$ cat src/rtl/astro_sprite_reader.sv
// Read-side client of the astronaut sprite ROM: raster position in, registered colour index out (3-cycle pipe).
// Optional horizontal mirroring is compiled in with ASTRO_SPRITE_FLIP_EN (adds the facing_left input).
module astro_sprite_reader #(
  parameter int SPRITE_W    = 20,
  parameter int SPRITE_H    = 20,
  parameter int BASE_ADDR   = 0,
  parameter int ADDR_W      = 19,
  parameter int DATA_W      = 5,
  parameter int COORD_W     = 10,
  parameter int TRANSPARENT = 0
) (
  input  logic               Clk,
  input  logic               Reset_n,
  input  logic               frame_start,
  input  logic               sprite_en,
  input  logic [COORD_W-1:0] SpriteX,
  input  logic [COORD_W-1:0] SpriteY,
`ifdef ASTRO_SPRITE_FLIP_EN
  input  logic               facing_left,
`endif
  input  logic               pix_valid,
  input  logic [COORD_W-1:0] DrawX,
  input  logic [COORD_W-1:0] DrawY,
  output logic [ADDR_W-1:0]  read_address,
  input  logic [DATA_W-1:0]  mem_data,
  output logic               out_valid,
  output logic               sprite_on,
  output logic [DATA_W-1:0]  color_idx
);

  typedef enum logic {WAIT_FRAME, ACTIVE} state_t;
  state_t state_q, state_d;

  logic               en_q;
  logic [COORD_W-1:0] sx_q, sy_q;
  logic               flip;
`ifdef ASTRO_SPRITE_FLIP_EN
  logic               flip_q;
  assign flip = flip_q;
`else
  assign flip = 1'b0;
`endif

  logic [COORD_W:0]  dx, dy, col;
  logic              hit_d;
  logic [ADDR_W-1:0] addr_q, addr_d;
  logic              v1_q, h1_q, v2_q, h2_q;
  logic              out_valid_q, sprite_on_q, sprite_on_d;
  logic [DATA_W-1:0] color_q, color_d;

  always_comb begin
    state_d = state_q;
    if (state_q == WAIT_FRAME && frame_start) state_d = ACTIVE;
  end

  // The extra sign bit of dx/dy flags a raster position left of / above the sprite, so no wrap.
  always_comb begin
    dx    = {1'b0, DrawX} - {1'b0, sx_q};
    dy    = {1'b0, DrawY} - {1'b0, sy_q};
    hit_d = (state_q == ACTIVE) & en_q & ~dx[COORD_W] & ~dy[COORD_W]
          & (dx < (COORD_W+1)'(SPRITE_W)) & (dy < (COORD_W+1)'(SPRITE_H));
    col   = flip ? ((COORD_W+1)'(SPRITE_W - 1) - dx) : dx;
    addr_d = addr_q;
    if (hit_d)
      addr_d = ADDR_W'(BASE_ADDR) + ADDR_W'(dy) * ADDR_W'(SPRITE_W) + ADDR_W'(col);
  end

  always_comb begin
    sprite_on_d = v2_q & h2_q & (mem_data != DATA_W'(TRANSPARENT));
    color_d     = sprite_on_d ? mem_data : '0;
  end

  always_ff @(posedge Clk or negedge Reset_n) begin
    if (!Reset_n) begin
      state_q     <= WAIT_FRAME;
      en_q        <= 1'b0;
      sx_q        <= '0;
      sy_q        <= '0;
      addr_q      <= ADDR_W'(BASE_ADDR);
      v1_q        <= 1'b0;
      h1_q        <= 1'b0;
      v2_q        <= 1'b0;
      h2_q        <= 1'b0;
      out_valid_q <= 1'b0;
      sprite_on_q <= 1'b0;
      color_q     <= '0;
    end else begin
      state_q <= state_d;
      // Latched values take effect on the next pixel; this cycle's pixel used the old ones.
      if (frame_start) begin
        en_q <= sprite_en;
        sx_q <= SpriteX;
        sy_q <= SpriteY;
      end
      addr_q      <= addr_d;
      v1_q        <= pix_valid;
      h1_q        <= hit_d;
      v2_q        <= v1_q;
      h2_q        <= h1_q;
      out_valid_q <= v2_q;
      sprite_on_q <= sprite_on_d;
      color_q     <= color_d;
    end
  end

`ifdef ASTRO_SPRITE_FLIP_EN
  always_ff @(posedge Clk or negedge Reset_n) begin
    if (!Reset_n)         flip_q <= 1'b0;
    else if (frame_start) flip_q <= facing_left;
  end
`endif

  assign read_address = addr_q;
  assign out_valid    = out_valid_q;
  assign sprite_on    = sprite_on_q;
  assign color_idx    = color_q;

endmodule

$ cat config.mk
export PLATFORM = sky130hd
export DESIGN_NAME = astro_sprite_reader
export DESIGN_NICKNAME = d
export VERILOG_FILES = /design/src/rtl/astro_sprite_reader.sv
export SDC_FILE = /design/constraint.sdc
export NUM_CORES = 1
export LEC_CHECK = 0
export ABC_AREA = 1
export BUFFER_PORTS_ARGS = -buffer_cell sky130_fd_sc_hd__buf_2
export CAP_MARGIN = 15
export CORE_ASPECT_RATIO = 0.75
export CORE_MARGIN = 4
export CORE_UTILIZATION = 45
export CTS_BUF_LIST = sky130_fd_sc_hd__clkbuf_8 sky130_fd_sc_hd__clkbuf_16
export DETAILED_ROUTE_END_ITERATION = 7
export PLACE_DENSITY = 0.62
export SYNTH_ARGS = -nofsm -noshare
export SYNTH_HDL_FRONTEND = slang
export SYNTH_SLANG_ARGS = --single-unit
$ cat constraint.sdc
create_clock -name Clk -period 9.5 [get_ports Clk]
set_clock_uncertainty 0.1 [all_clocks]
set_input_delay 1.9 -clock Clk [delete_from_list [all_inputs] [get_ports Clk]]
set_output_delay 1.9 -clock Clk [all_outputs]
set_load 0.01 [all_outputs]
=== Word level (Yosys, flattened, before mapping) ===
Index checks and enable logic that the tools add are counted.
W data, S select, Z words.

* Add/subtract/negate cells: 3
* Multiply operators: 1
* $lt $le $gt $ge: 2
* Muxes and demuxes: 1
* Bitwise logic cells: 10
* Reductions and logical operators: 2

{| class="wikitable"
|+ Operators by type and width
! kind !! number
|-
| $lt A11 B5 Y1 const B || 2
|-
| $sub A10 B10 Y11 || 2
|-
| $add A16 B11 Y17 || 1
|-
| $mul A11 B3 Y14 const B || 1
|-
| $and A1 B1 Y1 || 7
|-
| $mux W5 || 1
|-
| $reduce_bool A5 Y1 || 1
|-
| $not A1 Y1 || 3
|-
| $logic_and A1 B1 Y1 || 1
|}

* Register bits after elaboration: 52
* Input bits: 50
* Output and inout port bits: 26
* Word-level logic and storage cells: 31

=== Logic depth before layout (Yosys ltp) ===
Gate-level depths: netlist of run 1.

* Depth in word-level cells: 6
* Depth in mapped cells: 30
* Mapped depth without buffers: 29

=== Worst setup path before layout of run 1 ===
OpenSTA, ideal clock, no wires.

* Path type: input -> register
* Start: in DrawY[0]
* End: reg addr_q[14], in the netlist read_address[14]
* Library setup time: 120 ps
* Data arrival time: 5348 ps
* Required time: 9280 ps
* Slack: 3931 ps
* Stages: 27
* Path buffers: 0
* Cell sequence: inv_1 > ha_1 > inv_1 > fa_1 > nand3_1 > nand3b_1 > nand2_1 > inv_1 > ha_1 > inv_1 > fa_1 > o21ai_0 > xor2_1 > ha_1 > inv_1 > nor3_1 > nand2_1 > nand2_1 > nand2_1 > nand2_1 > nand2_1 > nor2_1 > nand3_1 > nand2_1 > nand2_1 > nand2_1 > nand2_1

* Longest elaborated chain between the ends: 5
* Elaborated cells on any way between the ends: 8
* Classes of those cells: add/sub (2); mul (1); order compare (1); bitwise (4)

{| class="wikitable"
|+ Ends and longest elaborated chain
! what !! line !! source
|-
| from (decl) || 23 || <nowiki>input logic [COORD_W-1:0] DrawY,</nowiki>
|-
| $sub A10 B10 Y11 (*) || 59 || <nowiki>dy = {1'b0, DrawY} - {1'b0, sy_q};</nowiki>
|-
| branches (longest 4 deep; another with $add A16 B11 Y17) || n/a ||
|-
| to (signal assigned) || 79 || <nowiki>addr_q <= ADDR_W'(BASE_ADDR);</nowiki>
|-
| to (signal assigned) || 95 || <nowiki>addr_q <= addr_d;</nowiki>
|-
| to (decl) || 46 || <nowiki>logic [ADDR_W-1:0] addr_q, addr_d;</nowiki>
|}

Every way passes the cells marked *.
A chain may end at the register's enable or synchronous reset.

=== Worst setup path in the final report of run 1 ===
Ends and elaborated chain as after synthesis.

==> results.md, run 1 <==
* Status: completed
* Clock Latency Late Sink at ~300 ps
* Setup Buffers After CTS at 0
* CTS Sinks at 50
* Post-Place Cells at around 830
* Routed length per instance at about 12 um
* Part of the cycle the worst path needs at roughly three fifths
* Critical path class: input port to register
* Yosys cell types at 37
* Final setup vio count at 0
* Leakage at 2.89 nW
* Post-Synth Adder-Cell Area at between 10% and 20%
* Pre-CTS setup slack at approximately 3400 ps
* HP Class: register to register
* Most frequent CP cell: nand2_1
* Share of synthesized area spent on multiplexers at 0%
* Post-Synthesis Cell Area at between 0.004 and 0.005 sq mm
* Crit end category: register
* Synth Area in XOR/XNOR at under 10%
* RSZ-0062 raised after global routing: no
* Crit-path max FO at 4
* Initial core utilization at 47.0%
* Hold Fails Final Rpt at 0
* Root Driver: clkbuf_16
* Die area at approximately 0.011 sq mm
* Post-DP HPWL at around 8100 um
* PwrDens at approximately 220 mW/mm^2
* DRT Wirelength at approximately 10000 um
* Share of cells above drive strength 1 at 15.2%
* Area fraction in compound gates after synthesis at ~7.8%
* Max-cap violations at 0
* Gr ovfl total at 0
* First-pass GRT wire length at about 18000 um
* Worst path max stage delay at ~460 ps
* I/O pin total at 76
* Die height at about 93 um
* Seq/Total Area, Yosys at around 29%
* DR pass1 iterations at 4
* P&R area growth vs syn at 14.4%
* Quantity of gates resized following cts at 0
* Vias per std cell at 4.79
* Worst slew pin tran at 677 ps
* Number of diodes at 0
* Mapped Cells at between 600 and 700
* Die W at around 120 um
* Startpoint types: input port
* Cell family with most CP delay: adder cells
* Vias in the first global route at 3922
* Ys flop type: dfrtp_1
* Power Total at 1.09 mW
* Row Count at 30
* Setup_tns at 0 ps
* Synth Area in Simple Gates at 33.0%
* Initial DRC Count at 245
* Yosys warnings at 0
* Initial antenna violation count at 0
* Buffers plus inverters on the worst setup path at 6
* Fillers at 943
* Final #Nets at ~800
* Crit-path slowest cell: fa_1
* Fin. max-slew vios at 0
* H-tree Lvls at 2
* Vias at approximately 4000
* Ys async rst share at 100%
* Post-synth EDFFs at 0
* Clock buffer depth at 2
* Largest family of logic cells by synthesized area: simple AND/OR/NAND/NOR gates
* GP Congestion at 0.882
* Port Buffer Count at 73
* Setup ws final at ~3700 ps
* Post-CTS Hold Fix Bufs at 0
* Post-layout util at 53.8%
* Top achievable clock speed at about 0.17 GHz
* Peak VDD IR at roughly 130 uV
* Worst Path Arrival at between 5000 and 6000 ps
* Period minus WS final at 5760 ps
* Post-route non-filler standard cell count at between 800 and 900
* CTS Buf Count at 5
* Core Area at roughly 0.009 sq mm
* GRT Resource Usage Total at 19.1%
* CP required at approximately 9600 ps
* Largest net degree at the start of global routing at 51
* Clock transition at the registers of the reported paths at ~70 ps
* DR DRC count at 0
* DRT antenna net count at 0
* Slew headroom at 54.7%
* CTS tree: built
* Flops & latches, synth at 50
* Syn_area_per_cell at ~6.9 sq um
[where the power goes]
part / total, mW / switching, mW / internal (mW) / leakage (nW)
clock network: 0.191 / 0.0908 / 0.100 / 0.0748
registers: 0.225 / 0.00309 / 0.221 / 0.570
logic: 0.675 / 0.422 / 0.253 / 2.24
total: 1.09 / 0.516 / 0.575 / 2.89
[placed cells by master (no fill, tap or decap), types with 3 or more instances in the layout]
master,synthesis,final
inv_1,120,120
nor2_1,44,44
nand2_1,189,189
inv_2,5,5
nand3_1,43,43
o21ai_0,29,29
a21oi_1,24,24
clkbuf_16,0,5
nor3_1,5,5
dfrtp_1,50,50
fa_1,4,4
xor2_1,9,9
nand3b_1,9,9
nand2_2,5,5
ha_1,44,44
nand4_1,9,9
o21bai_1,3,3
xnor2_1,8,8
nand3_2,3,3
buf_2,1,73
[metrics by stage]
step	hold slack [ps]	area, sq um
CTS	263	4960
finish	261	4960
global placement	239	4810
floorplan	231	4340
detailed placement	236	4810
global route	277	4960
[registers in the layout, summed over array words and instances (netlist names)]
| signal | flops |
|---|---|
| read_address | 17 |
| sprite_on | 1 |
| v2_q | 1 |
| h2_q | 1 |
| en_q | 1 |
| sx_q | 10 |
| state_q | 1 |
| v1_q | 1 |
| sy_q | 10 |
| color_idx | 5 |
| out_valid | 1 |
| h1_q | 1 |
[Yosys cell counts, types with 2 or more instances]
cell type	number	area share, %
a21oi_1	24	2.8
a31oi_1	2	0.29
buf_4	3	0.52
buf_6	2	0.52
clkbuf_1	4	0.35
dfrtp_1	50	29
fa_1	4	1.8
ha_1	44	13
inv_1	120	10
inv_2	5	0.43
nand2_1	189	16
nand2_2	5	0.72
nand3_1	43	5.0
nand3_2	3	0.69
nand3b_1	9	1.6
nand4_1	9	1.3
nor2_1	44	3.8
nor2_2	2	0.29
nor2_4	2	0.52
nor3_1	5	0.58
nor3_4	2	0.75
o21ai_0	29	3.3
o21bai_1	3	0.52
xnor2_1	8	1.6
xor2_1	9	1.8
[area by class of cell]
cell class              count  area, sq um  area share (%)
multi-input cells         448         2560            51.6
flip-flops and latches     50         1250            25.2
inverters                 125          469            9.45
repair buffers             74          373            7.51
well taps                 128          160            3.23
clock buffers               5          125            2.52
clock inverters             3         26.3           0.529
[routing by layer]
metal,share of wire (%),vias to the layer above,global-route usage (%),wire (um)
met5,0,-,0,0
li1,-,2124,-,-
met1,52,1786,26.8,5270
met4,0.94,0,3.92,96
met2,43,70,31.2,4400
met3,4.2,10,3.26,433
[final timing paths]
path	from	endpoint	slack, ps	cells past startpoint
setup / recovery	DrawY[0]	read_address[14]$_DFFE_PN0P_	3740	28
hold / removal	v1_q$_DFF_PN0_	v2_q$_DFF_PN0_	260	0
setup reg to reg	sy_q[0]$_DFFE_PN0P_	read_address[14]$_DFFE_PN0P_	5100	26
hold reg to reg	v1_q$_DFF_PN0_	v2_q$_DFF_PN0_	260	0
max in group asynchronous	Reset_n	read_address[15]$_DFFE_PN0P_	7260	2
min in group asynchronous	Reset_n	sx_q[6]$_DFFE_PN0P_	1600	2
[cell families after synthesis]
logic type / count (synthesis)
and+or+nand+nor: 318
other: 1
DFF: 50
AOI/OAI and AO/OA: 63
buffers and inverters: 135
adders and majority gates: 48
xor gates and xnor gates: 17
No activity file was read; power rests on OpenSTA's default activity.
==> inputs of run 2 (changes only) <==
--- a/config.mk
+++ b/config.mk
@@ -13,7 +13,7 @@
 export CORE_UTILIZATION = 45
 export CTS_BUF_LIST = sky130_fd_sc_hd__clkbuf_8 sky130_fd_sc_hd__clkbuf_16
 export DETAILED_ROUTE_END_ITERATION = 7
-export PLACE_DENSITY = 0.62
+export PLACE_DENSITY = 0.65
 export SYNTH_ARGS = -nofsm -noshare
 export SYNTH_HDL_FRONTEND = slang
 export SYNTH_SLANG_ARGS = --single-unit
==> constraint.sdc (replaced) <==
create_clock -name Clk -period 5 [get_ports Clk]
set_clock_uncertainty 0.1 [all_clocks]
set_input_delay 1 -clock Clk [delete_from_list [all_inputs] [get_ports Clk]]
set_output_delay 1 -clock Clk [all_outputs]
set_load 0.01 [all_outputs]
==> run 2 against run 1 <==
Sequential share of layout area down 0.30 points. Critical path depth fell by 1. Cell count up 0.72%. Die area is the same. Routed wire length is 1.7% lower. Clock power is 90% higher. Design area increased by 1.2%. Critical endpoint unchanged.
==> results.md, run 2 (synthesis gave the netlist of run 1 again) <==
* First-pass GRT wire length at 17500 um (was 17700 um)
* HP Class: register to register (unchanged)
* Worst Path Arrival at 4690 ps (was 5850 ps)
* Die area at 0.0113 sq mm (unchanged)
* I/O pin total at 76 (unchanged)
* GRT Resource Usage Total at 18.9% (was 19.1%)
* Internal at 1.12 mW (was 575 uW)
* Reg2reg setup slack at 830 ps (was 5100 ps)
* GP Congestion at 0.903 (was 0.882)
* Slew headroom at 56.6% (was 54.7%)
* DRT Wirelength at 10000 um (was 10200 um)
* Fillers at 979 (was 943)
* Largest net degree at the start of global routing at 51 (unchanged)
* Max-cap violations at 0 (unchanged)
* H-tree Lvls at 2 (unchanged)
* Core Area at 0.00923 sq mm (unchanged)
* Root Driver: clkbuf_16 (unchanged)
* Die W at 121 um (unchanged)
* DR pass1 iterations at 4 (unchanged)
* Clock buffer depth at 2 (unchanged)
* Part of the cycle the worst path needs at between 90% and 100%
* Cell family with most CP delay: adder cells (unchanged)
* Min Hold Slack at 254 ps (was 261 ps)
* Post-CTS Hold Fix Bufs at 0 (unchanged)
* Final setup vio count at 0 (unchanged)
* Vias in the first global route at 3817 (was 3922)
* Worst slew pin tran at 651 ps (was 677 ps)
* Quantity of gates resized following cts at 0 (unchanged)
* Share of cells above drive strength 1 at 16.3% (was 15.2%)
* Worst path max stage delay at 410 ps (was 460 ps)
* Die height at 93.1 um (unchanged)
* Crit-path max FO at 7 (was 4)
* CTS Buf Count at 5 (unchanged)
* Switch share at 46.3% (was 47.3%)
* DRT antenna net count at 0 (unchanged)
* CTS Sinks at 50 (unchanged)
* Hold Path Cell Cnt at 0 (unchanged)
* Crit Reg-Reg Endpoint: read_address[14]$_DFFE_PN0P_ (unchanged)
* Clock power share at 17.4% (was 17.5%)
* DR DRC count at 0 (unchanged)
* Worst min-delay path endpoint: v2_q$_DFF_PN0_ (unchanged)
* Critical path class: input port to register (unchanged)
* Gr ovfl total at 0 (unchanged)
* Crit end category: register (unchanged)
* Period minus WS final at 4610 ps
* Initial DRC Count at 154 (was 245)
* Number of diodes at 0 (unchanged)
* Vias at 3973 (was 3990)
* Clock Latency Late Sink at 300 ps (about the same)
* Gate power share at 62.2% (was 61.9%)
* Initial core utilization at 47.0% (unchanged)
* CTS tree: built (unchanged)
* RR Startpoint: sy_q[2]$_DFFE_PN0P_ (was sy_q[0]$_DFFE_PN0P_)
* Post-DP HPWL at 8200 um (was 8120 um)
* Crit-path slowest cell: fa_1 (unchanged)
* Reg power frac at 20.4% (was 20.6%)
* Setup Buffers After CTS at 0 (unchanged)
* Commonest non-fill, non-tap cell in the layout: nand2_1 (unchanged)
* CP required at 5090 ps (was 9590 ps)
* Pre-CTS setup slack at -92.3 ps (was 3430 ps)
* Startpoint types: input port (unchanged)
* Setup_tns at 0 ps (unchanged)
* Port Buffer Count at 73 (unchanged)
* Psw at 965 uW (was 516 uW)
* Final #Nets at 808 (was 802)
* Top achievable clock speed at between 0.2 and 0.25 GHz
* P&R area growth vs syn at 15.7% (was 14.4%)
* Status: completed (unchanged)
* Clock transition at the registers of the reported paths at 70 ps (about the same)
* Hold Fails Final Rpt at 0 (unchanged)
* RSZ-0062 raised after global routing: no (unchanged)
* R2R cell count at 27 (was 26)
* Max reg flops at 17 (unchanged)
* Hold path start: v1_q$_DFF_PN0_ (unchanged)
* Fin. max-slew vios at 0 (unchanged)
* Vias per std cell at 4.74 (was 4.79)
* PwrDens at 415 mW/mm^2 (was 220 mW/mm^2)
* Most frequent cells in the layout: 189 x nand2_1, 120 x inv_1, 73 x buf_2, 50 x dfrtp_1 (unchanged)
* Initial antenna violation count at 0 (unchanged)
* Leakage at 2.92 nW (was 2.89 nW)
* Row Count at 30 (unchanged)
* Routed length per instance at 12.0 um (was 12.2 um)
* Most frequent CP cell: nand2_1 (unchanged)
* Setup ws final at 393 ps (was 3740 ps)
* Peak VDD IR at 282 uV (was 132 uV)
* Buffers plus inverters on the worst setup path at 5 (was 6)
## run 2: cell types whose count changed in the layout (fill, tap and decap cells not counted)
cell / before / now
xor2_1: 9 / 8
fa_1: 4 / 3
buf_4: 1 / 7
xor2_2: 0 / 1
o21ai_0: 29 / 28
fa_2: 0 / 1
o21ai_2: 0 / 1
## run 2: cell type report
cell class,instances,area (sq um),area share [%]
clock buffers,5,125,2.49
clock inverters,3,26.3,0.523
inverters,125,469,9.34
multi-input cells,448,2570,51.2
flip-flops and latches,50,1250,24.9
well taps,128,160,3.19
repair buffers,80,418,8.32
## run 2: worst register-to-register path, stage by stage (launching register included)
cell and delay [ps]:
dfrtp_1 330, inv_1 50, ha_1 370, a21oi_1 220, nand3_1 100, nand2_1 100, inv_1 90, ha_1 300
ha_1 180, inv_1 60, fa_1 410, o21ai_2 190, xor2_1 200, ha_1 290, inv_1 110, o21ai_0 80
a31oi_1 200, nand2_1 80, nand2_1 80, nand2_1 60, nand2_1 90, nor2_1 50, nand3_1 90, inv_1 40
nand2_1 50, nand2_1 50, nand2_1 50, nand2_1 50
## run 2: worst max path at each step
| stage | from | end | slack [ps] | cells past startpoint |
|---|---|---|---|---|
| after CTS | DrawY[0] | read_address[14]$_DFFE_PN0P_ | 210 | 28 |
| after floorplan | DrawY[0] | read_address[14]$_DFFE_PN0P_ | 330 | 27 |
| after global routing | DrawY[2] | read_address[14]$_DFFE_PN0P_ | 1 | 27 |
| after global placement | DrawY[0] | read_address[14]$_DFFE_PN0P_ | 100 | 28 |
| final | DrawY[2] | read_address[14]$_DFFE_PN0P_ | 390 | 27 |
| after detailed placement | DrawY[0] | read_address[14]$_DFFE_PN0P_ | -90 | 28 |
## run 2: layer usage
metal / vias to the layer above / wire (um) / global-route usage [%]
met5: - / 0 / 0
met4: 0 / 92 / 4.01
met3: 9 / 552 / 3.20
met1: 1756 / 5050 / 26.9
li1: 2130 / - / -
met2: 78 / 4330 / 30.3
## run 2: stage by stage
stage,utilization (%),instance area (sq um),instances,total power [mW]
detailed placement,52.6,4860,831,1.72
global route,54.4,5020,839,2.34
floorplan,-,4340,633,1.44
finish,54.4,5020,839,2.09
global placement,52.6,4860,831,1.70
CTS,54.2,5010,839,2.09
## run 2: power groups by stage
stage | sequential, mW | combinational, mW | clock (mW)
after global placement | 0.434 | 1.26 | 0
after detailed placement | 0.435 | 1.28 | 0
final | 0.426 | 1.30 | 0.363
after global routing | 0.428 | 1.51 | 0.398
after CTS | 0.427 | 1.29 | 0.375
after floorplan | 0.434 | 1.01 | 0
